$ cat config.mk
export PLATFORM = sky130hd
export DESIGN_NAME = top_core_square_pipe
export DESIGN_NICKNAME = d
export VERILOG_FILES = /design/src/rtl/top_core_pkg.sv /design/src/rtl/top_core_square_stage.sv /design/src/rtl/top_core_square_pipe.sv
export SDC_FILE = /design/constraint.sdc
export NUM_CORES = 1
export LEC_CHECK = 0
export ABC_AREA = 0
export CAP_MARGIN = 0
export CORE_MARGIN = 2
export CORE_UTILIZATION = 53
export CTS_BUF_LIST = sky130_fd_sc_hd__clkbuf_8 sky130_fd_sc_hd__clkbuf_16
export DETAILED_ROUTE_END_ITERATION = 10
export HOLD_SLACK_MARGIN = 0.15
export PLACE_DENSITY = 0.84
export SYNTH_ARGS = -nofsm -noshare
export SYNTH_HDL_FRONTEND = slang
export SYNTH_SLANG_ARGS = --single-unit
$ cat constraint.sdc
create_clock -name clk -period 7.2 [get_ports clk]
set_input_delay 0.72 -clock clk [delete_from_list [all_inputs] [get_ports clk]]
set_output_delay 0.72 -clock clk [all_outputs]
set_load 0.05 [all_outputs]
$ cat src/rtl/top_core_pkg.sv
// Shared types and the clamp helper for the pipelined core squarer.
package top_core_pkg;

  // How the operand bits are interpreted before squaring.
  typedef enum logic {
    SQ_UNSIGNED = 1'b0,
    SQ_SIGNED   = 1'b1
  } sq_mode_e;

  // Clamp a full-width product to the largest value representable in out_w bits.
  // The product is carried as 64 bits so the helper is width-agnostic; callers
  // truncate the result back to their own output width.
  function automatic logic [63:0] sq_sat(input logic [63:0] p, input int out_w);
    logic [63:0] lim;
    logic [63:0] res;
    if (out_w >= 64) begin
      res = p;
    end else begin
      lim = (64'd1 << out_w) - 64'd1;
      res = (p > lim) ? lim : p;
    end
    return res;
  endfunction

endpackage

$ cat src/rtl/top_core_square_stage.sv
// One elastic register slice: holds {valid, payload} and accepts new data
// whenever it is empty or its contents are leaving downstream this cycle.
module top_core_square_stage #(
  parameter int W = 9
) (
  input  logic         clk,
  input  logic         rst,
  input  logic         up_valid,
  input  logic [W-1:0] up_data,
  input  logic         down_ready,
  output logic         ready,
  output logic         valid,
  output logic [W-1:0] data
);

  // Empty slots always accept, so bubbles collapse while the output stalls.
  assign ready = !valid || down_ready;

  // Capture the upstream slot when ready; payload only moves with a valid item
  // so a stalled output keeps its value.
  always_ff @(posedge clk) begin
    if (rst) begin
      valid <= 1'b0;
      data  <= '0;
    end else if (ready) begin
      valid <= up_valid;
      if (up_valid) begin
        data <= up_data;
      end
    end
  end

endmodule

$ cat src/rtl/top_core_square_pipe.sv
// Pipelined signed/unsigned squarer with output clamping, valid/ready on both
// sides and a wrapping count of results handed to the consumer.
module top_core_square_pipe
  import top_core_pkg::*;
#(
  parameter int IN_W   = 4,
  parameter int OUT_W  = 2 * IN_W,
  parameter int STAGES = 2,
  parameter int CNT_W  = 16
) (
  input  logic             clk,
  input  logic             rst,
  input  logic             in_valid,
  output logic             in_ready,
  input  logic [IN_W-1:0]  in_n,
  input  logic             in_signed,
  output logic             out_valid,
  input  logic             out_ready,
  output logic [OUT_W-1:0] out_n2,
  output logic             out_sat,
  output logic [CNT_W-1:0] res_cnt
);

  localparam int PW = 2 * IN_W;
  localparam int DW = OUT_W + 1;

  sq_mode_e          mode;
  logic [IN_W-1:0]   mag;
  logic [PW-1:0]     prod;
  logic [OUT_W-1:0]  n2_in;
  logic              sat_in;

  logic [STAGES:0]   st_ready;
  logic [STAGES-1:0] st_valid;
  logic [DW-1:0]     st_data [STAGES];

  assign mode = sq_mode_e'(in_signed);

  // Magnitude of the operand; negating the most negative value wraps to the
  // bit pattern that reads as 2^(IN_W-1) unsigned, which is exactly |in_n|.
  always_comb begin
    mag = in_n;
    if (mode == SQ_SIGNED && in_n[IN_W-1]) begin
      mag = -in_n;
    end
  end

  assign prod   = PW'(mag) * PW'(mag);
  assign n2_in  = OUT_W'(sq_sat(64'(prod), OUT_W));
  assign sat_in = (64'(prod) >> OUT_W) != 64'd0;

  // The consumer's ready terminates the ready chain at the last stage.
  assign st_ready[STAGES] = out_ready;

  generate
    for (genvar gi = 0; gi < STAGES; gi++) begin : g_stage
      if (gi == 0) begin : g_first
        top_core_square_stage #(.W(DW)) u_stage (
          .clk        (clk),
          .rst        (rst),
          .up_valid   (in_valid),
          .up_data    ({sat_in, n2_in}),
          .down_ready (st_ready[gi+1]),
          .ready      (st_ready[gi]),
          .valid      (st_valid[gi]),
          .data       (st_data[gi])
        );
      end else begin : g_rest
        top_core_square_stage #(.W(DW)) u_stage (
          .clk        (clk),
          .rst        (rst),
          .up_valid   (st_valid[gi-1]),
          .up_data    (st_data[gi-1]),
          .down_ready (st_ready[gi+1]),
          .ready      (st_ready[gi]),
          .valid      (st_valid[gi]),
          .data       (st_data[gi])
        );
      end
    end
  endgenerate

  assign in_ready  = st_ready[0];
  assign out_valid = st_valid[STAGES-1];
  assign out_sat   = st_data[STAGES-1][DW-1];
  assign out_n2    = st_data[STAGES-1][OUT_W-1:0];

  // Count every hand-off; wraps naturally at 2^CNT_W.
  always_ff @(posedge clk) begin
    if (rst) begin
      res_cnt <= '0;
    end else if (out_valid && out_ready) begin
      res_cnt <= res_cnt + 1'b1;
    end
  end

endmodule

==> results.toml, run 1 <==
[power]
power_density_mw_per_mm2 = 199
p_int_w = 0.000299
ir_drop_mv = 0.219
p_leak_nw = 0.799
sw_frac_of_total_pct = 24.1
pwr-share-seq_pct = 46.7
switchingPower_w = 0.0000952
p_clk_share_pct = 41.8
p_comb_share_pct = 11.4

[sta]
setup_violations = 0
clock.fmax_ghz = 0.283
finalClockSkew_ps = 7.87
maxSlewViolCount = 0
maxSlewHeadroom_pct = 63.0
rsz0062_at_grt = "no"
hold_viol = 0
fin_ws_ps = 3660
period_share_pct = 49.1
tns_ps = 0
fin_crit_ps = 3540
tightest_slew_ps = 553

[synth]
synth_cells = 181
ys_ff_latch = 32
synth_top_area_share_pct = 41.3
avgSynthCellArea_um2 = 8.56
yosysSeqAreaShare_pct = 41.3
yosysWarnings = 0
synth_top_cell_by_area = "dfxtp_1"
synthTopCellsByArea = "dfxtp_1 (41%), xor2_1 (7.9%), nor2_1 (6.5%)"
ys_types = 37
syn_area_mm2 = 0.00155

[setup_path]
worst-path-buf-inv = 2
critPathMaxFanout = 8
worstRegToRegCells = 4
cp_top_family = "simple AND/OR/NAND/NOR gates"
arrival_ps = 3730
worstSetupPathDepth = 10
slowest_delay_ps = 520
cpMaxStageDelayCell = "clkdlybuf4s50_1"
worstPathRequired_ps = 7390
crit_type = "input pin to register"
crit_path_end_kind = "register"
path_cells = "clkdlybuf4s50_1 -> inv_1 -> ha_1 -> nand3b_1 -> xor2_1 -> nor2_1 -> ha_1 -> or4_1 -> or4_1 -> o311ai_1"
startpoint_type = "input pin"

[finish]
area_growth_pct = 27.9
multiInputGateArea_um2 = 832
final_cell_mix = "clkdlybuf4s50_1 (33), dfxtp_1 (32), nor2_1 (27)"
layout.cells.non_filler = 245
final_common_cell = "clkdlybuf4s50_1"
nNetsFinal = 228
drive_above_1_share_pct = 5.61
antenna_cells = 0
regArea_um2 = 641
fill_cells = 216

[run_status]
status = "finished clean"

[clock_network]
cts.path.max_buffers = 2
clk_pin_slew_ps = 60
cts_hold_buffers = 0
cts_resized = 0
post-cts-setup-buffers = 0
cts_sinks = 32
cts_root_buffer = "clkbuf_8"
h-tree-depth = 2
numCtsBuffers = 5
cts_tree = "done"
worstSkewPairLatency_ps = 280

[place]
place_ws_ps = 3420
dp_hpwl_um = 2470
dp_cells = 237
port_buffers = 33
gp_congestion = 0.851

[route]
num_vias = 1366
route.detailed.drc = 0
dr.pass1.iters = 4
drtAntennaViolNets = 0
wl_per_cell_um = 14.1
wl_um = 3460
drtIter0Drc = 55
vias_per_cell = 5.58

[die]
die_w_um = 58.1
io_pins = 36
coreArea_mm2 = 0.00276
die_h_um = 58.1
num_rows = 19
die_area_mm2 = 0.00337
start_util_pct = 56.2

[global_route]
overflow = 0
grt_pass1_vias = 1365
grt_max_degree = 35
grt_use_total_pct = 23.2
grt_pass1_wl_um = 5990
antenna_found_initial = 0

[min_path]
hold_path_depth = 2
min_path_type = "register to register"

[job]
drv_cap = 0
## flip-flops by register name, summed over array words and instances (netlist names)
| name | flops |
|---|---|
| res_cnt | 16 |
| g_stage.g_first.u_stage.data | 7 |
| g_stage.g_rest.u_stage.data | 7 |
| g_stage.g_first.u_stage.valid | 1 |
| g_stage.g_rest.u_stage.valid | 1 |
## per-stage QoR
step / instance area, um^2 / hold WS (ps) / util [%] / power (W)
6_report: 1980 / 470 / 71.9 / 0.000395
5_1_grt: 1980 / 500 / 71.9 / 0.000410
4_1_cts: 1980 / 471 / 71.9 / 0.000398
3_5_place_dp: 1880 / 461 / 68.0 / 0.000233
3_3_place_gp: 1880 / 442 / 68.0 / 0.000231
2_1_floorplan: 1550 / 431 / - / 0.000220
## final cells by class
class                           count  share of cell area (%)
Clock buffer                        5                    3.47
Clock inverter                      3                    1.96
Inverter                            7                    1.32
Multi-Input combinational cell    133                    42.0
Sequential cell                    32                    32.3
Tap cell                           31                    1.96
Timing Repair Buffer               34                    17.0
## tightest hold or removal path, cell delays in order, from the launching register on
cell,delay [ps]
dfxtp_1,310
nand2_1,50
a21oi_1,60
## final timing paths
| check | from | endpoint | slack, ps |
|---|---|---|---|
| hold reg to reg | g_stage[0].g_first.u_stage.data[2]$_SDFFE_PP0P_ | g_stage[0].g_first.u_stage.data[2]$_SDFFE_PP0P_ | 470 |
| setup / recovery | in_n[0] | g_stage[0].g_first.u_stage.data[5]$_SDFFE_PP0P_ | 3660 |
| hold / removal | g_stage[0].g_first.u_stage.data[2]$_SDFFE_PP0P_ | g_stage[0].g_first.u_stage.data[2]$_SDFFE_PP0P_ | 470 |
| setup reg to reg | g_stage[1].g_rest.u_stage.valid$_SDFFE_PP0P_ | res_cnt[14]$_SDFFE_PP0P_ | 5520 |
## cells in the mapped netlist
cell type,count
mux2i_1,8
nand2_2,1
inv_2,1
o21ai_2,1
nand3_1,12
xor2_1,14
nor2_1,27
buf_4,2
nor3_1,3
clkbuf_1,5
buf_6,1
and3_1,2
a21oi_1,12
or3_1,3
ha_1,6
buf_2,2
nand2_1,11
o21ai_0,3
inv_1,5
and2_1,4
a2111o_1,1
nand3b_1,2
nand4_1,7
and3b_4,1
a211o_1,1
conb_1,1
clkinv_1,1
dfxtp_1,32
nand2b_1,1
o31ai_1,1
and4_1,3
o311ai_0,1
a31oi_1,1
or4_1,2
nor4_1,1
nor2b_1,1
o311ai_1,1
## per-layer routing
layer / vias to the layer above / track usage, % / part of all wire [%]
met2: 42 / 40.1 / 51
met4: 0 / 9.63 / 1.6
met1: 627 / 27.6 / 42
li1: 689 / - / -
met5: - / 0 / 0
met3: 8 / 5.13 / 5.0
## power groups by stage
stage                     registers, W  logic (W)  clock network [W]
final                         0.000184  0.0000451           0.000165
after global routing          0.000185  0.0000493           0.000176
after CTS                     0.000184  0.0000450           0.000169
after detailed placement      0.000188  0.0000447                  0
after global placement        0.000188  0.0000426                  0
after floorplan               0.000193  0.0000267                  0
## kinds of logic (layout without fill, tap and decap cells)
| family | Yosys count | after routing | share of synthesized area, % |
|---|---|---|---|
| other | 1 | 2 | 0.242 |
| AOI/OAI and AO/OA | 22 | 22 | 8.72 |
| xor gates and xnor gates | 14 | 14 | 7.91 |
| adders and majority gates | 6 | 6 | 4.84 |
| buffers and inverters | 17 | 49 | 5.25 |
| muxes | 8 | 8 | 5.17 |
| DFF | 32 | 32 | 41.3 |
| and+or+nand+nor | 81 | 81 | 26.6 |
No activity file was read; power rests on OpenSTA's default activity.
==> run 2: changes to the inputs <==
--- a/config.mk
+++ b/config.mk
@@ -8,11 +8,11 @@
 export ABC_AREA = 0
 export CAP_MARGIN = 0
 export CORE_MARGIN = 2
-export CORE_UTILIZATION = 53
+export CORE_UTILIZATION = 44
 export CTS_BUF_LIST = sky130_fd_sc_hd__clkbuf_8 sky130_fd_sc_hd__clkbuf_16
 export DETAILED_ROUTE_END_ITERATION = 10
 export HOLD_SLACK_MARGIN = 0.15
-export PLACE_DENSITY = 0.84
+export PLACE_DENSITY = 0.75
 export SYNTH_ARGS = -nofsm -noshare
 export SYNTH_HDL_FRONTEND = slang
 export SYNTH_SLANG_ARGS = --single-unit
==> constraint.sdc (replaced) <==
create_clock -name clk -period 3.2 [get_ports clk]
set_input_delay 0.32 -clock clk [delete_from_list [all_inputs] [get_ports clk]]
set_output_delay 0.32 -clock clk [all_outputs]
set_load 0.05 [all_outputs]
==> run 2 against run 1 <==
  * Setup slack lost 3300 ps
  * Count of clock-buffer cells in the layout grew 1
  * Worst hold slack got worse by 9.9 ps
  * Cell count grew 6.5%
  * Power increased by 110%
  * Combinational power increased by 120%
  * Critical path depth decreased by 1
  * Die area rose by 19%
  * Clock skew down 3.9 ps
  * Critical path type unchanged
  * Largest cell class unchanged
==> results.toml, run 2 (same netlist as run 1, synthesis figures left out) <==
[min_path]
min_path_type = "register to register"
hold_path_depth = 2

[sta]
clock.fmax_ghz = 0.353
maxSlewViolCount = 0
rsz0062_at_grt = "no"
fin_crit_ps = 2830
tightest_slew_ps = 537
fin_ws_ps = 368
maxSlewHeadroom_pct = 64.2
hold_viol = 0
tns_ps = 0
finalClockSkew_ps = 3.95
setup_violations = 0
period_share_pct = 88.5

[die]
io_pins = 36
start_util_pct = 46.1
coreArea_mm2 = 0.00336
die_area_mm2 = 0.00401
die_h_um = 63.4
num_rows = 21
die_w_um = 63.4

[clock_network]
cts_hold_buffers = 0
cts_tree = "done"
cts.path.max_buffers = 2
worstSkewPairLatency_ps = 280
post-cts-setup-buffers = 0
numCtsBuffers = 5
clk_pin_slew_ps = 60
cts_sinks = 32
h-tree-depth = 2
cts_resized = 0
cts_root_buffer = "clkbuf_8"

[finish]
largest_reg_flops = 16
top_regs = "res_cnt (16), g_stage.g_first.u_stage.data (7), g_stage.g_rest.u_stage.data (7)"
top_register = "res_cnt"
drive_above_1_share_pct = 5.58
final_cell_mix = "clkdlybuf4s50_1 (33), dfxtp_1 (32), nor2_1 (27)"
utilization_pct = 59.2
multiInputGateArea_um2 = 832
final_common_cell = "clkdlybuf4s50_1"
nNetsFinal = 229
regArea_um2 = 641
stdcell_area_mm2 = 0.00199
fill_cells = 323
antenna_cells = 0
area_growth_pct = 28.5

[global_route]
grt_use_total_pct = 16.4
overflow = 0
grt_pass1_vias = 1162
grt_max_degree = 35
grt_pass1_wl_um = 5230
antenna_found_initial = 0

[setup_path]
crit_path_end_kind = "register"
path_cells = "clkdlybuf4s50_1 -> inv_1 -> ha_1 -> mux2i_1 -> nor2_1 -> ha_1 -> or4_1 -> or4_1 -> o311ai_1"
arrival_ps = 3020
slowest_delay_ps = 510
startpoint_type = "input pin"
cpMaxStageDelayCell = "clkdlybuf4s50_1"
critPathMaxFanout = 6
crit_type = "input pin to register"
worstRegToRegCells = 4
reg2reg_slack_ps = 1560
worstPathRequired_ps = 3380

[route]
wl_um = 3080
drtAntennaViolNets = 0
wl_per_cell_um = 11.8
dr.pass1.iters = 4
route.detailed.drc = 0
num_vias = 1308
vias_per_cell = 5.01
drtIter0Drc = 63

[power]
ir_drop_mv = 0.324
p_leak_nw = 0.798
power_w = 0.000823
power_density_mw_per_mm2 = 413

[place]
place_area_mm2 = 0.00190
port_buffers = 33
gp_congestion = 0.783
place_ws_ps = 93.0
dp_hpwl_um = 2210

[job]
drv_cap = 0

[run_status]
status = "finished clean"
==> run 2: cell types whose count changed in the layout (fill, tap and decap cells not counted), sizes merged <==
| cell | change |
|---|---|
| clkinv | -1 |
| inv | +1 |
| clkbuf | +1 |
| bufinv | -1 |
| buf | +1 |
==> run 2: worst paths after layout <==
path	from	endpoint
max	in_n[0]	g_stage[0].g_first.u_stage.data[5]$_SDFFE_PP0P_
min	g_stage[0].g_first.u_stage.data[7]$_SDFFE_PP0P_	g_stage[0].g_first.u_stage.data[7]$_SDFFE_PP0P_
max reg2reg	g_stage[1].g_rest.u_stage.valid$_SDFFE_PP0P_	res_cnt[14]$_SDFFE_PP0P_
min reg2reg	g_stage[0].g_first.u_stage.data[7]$_SDFFE_PP0P_	g_stage[0].g_first.u_stage.data[7]$_SDFFE_PP0P_
==> run 2: cell type report <==
cell class / count / share of cell area (%)
clock buffer: 6 / 4.15
sequential: 32 / 32.2
clock inverter: 2 / 0.377
tap: 46 / 2.89
multi-input combinational: 133 / 41.8
inverter: 7 / 1.32
timing repair buffer: 35 / 17.3
==> run 2: per-layer routing <==
layer	vias up	routed length (um)	GRT usage (%)	part of all wire [%]
li1	689	-	-	-
met5	-	0	0	0
met3	2	140	5.89	4.5
met2	28	1370	25.7	44
met4	0	22	4.89	0.71
met1	589	1550	21.1	50
==> run 2: report_power, final <==
part	switching, W	internal [W]
clock	0.000140	0.000169
sequential	0.00000691	0.000408
combinational	0.0000609	0.0000392
total	0.000207	0.000616
==> run 2: through the flow <==
stage | hold slack, ps | cells
after floorplan | 431 | 182
after global placement | 445 | 253
after detailed placement | 449 | 253
after CTS | 460 | 261
after global routing | 488 | 261
final | 460 | 261
==> run 2: worst max-delay path, delay by kind of cell <==
family          cells  cell delay (ps)
simple gates        3              980
fa+ha+maj           2              660
buf+inv             2              630
mux                 1              320
compound gates      1               90
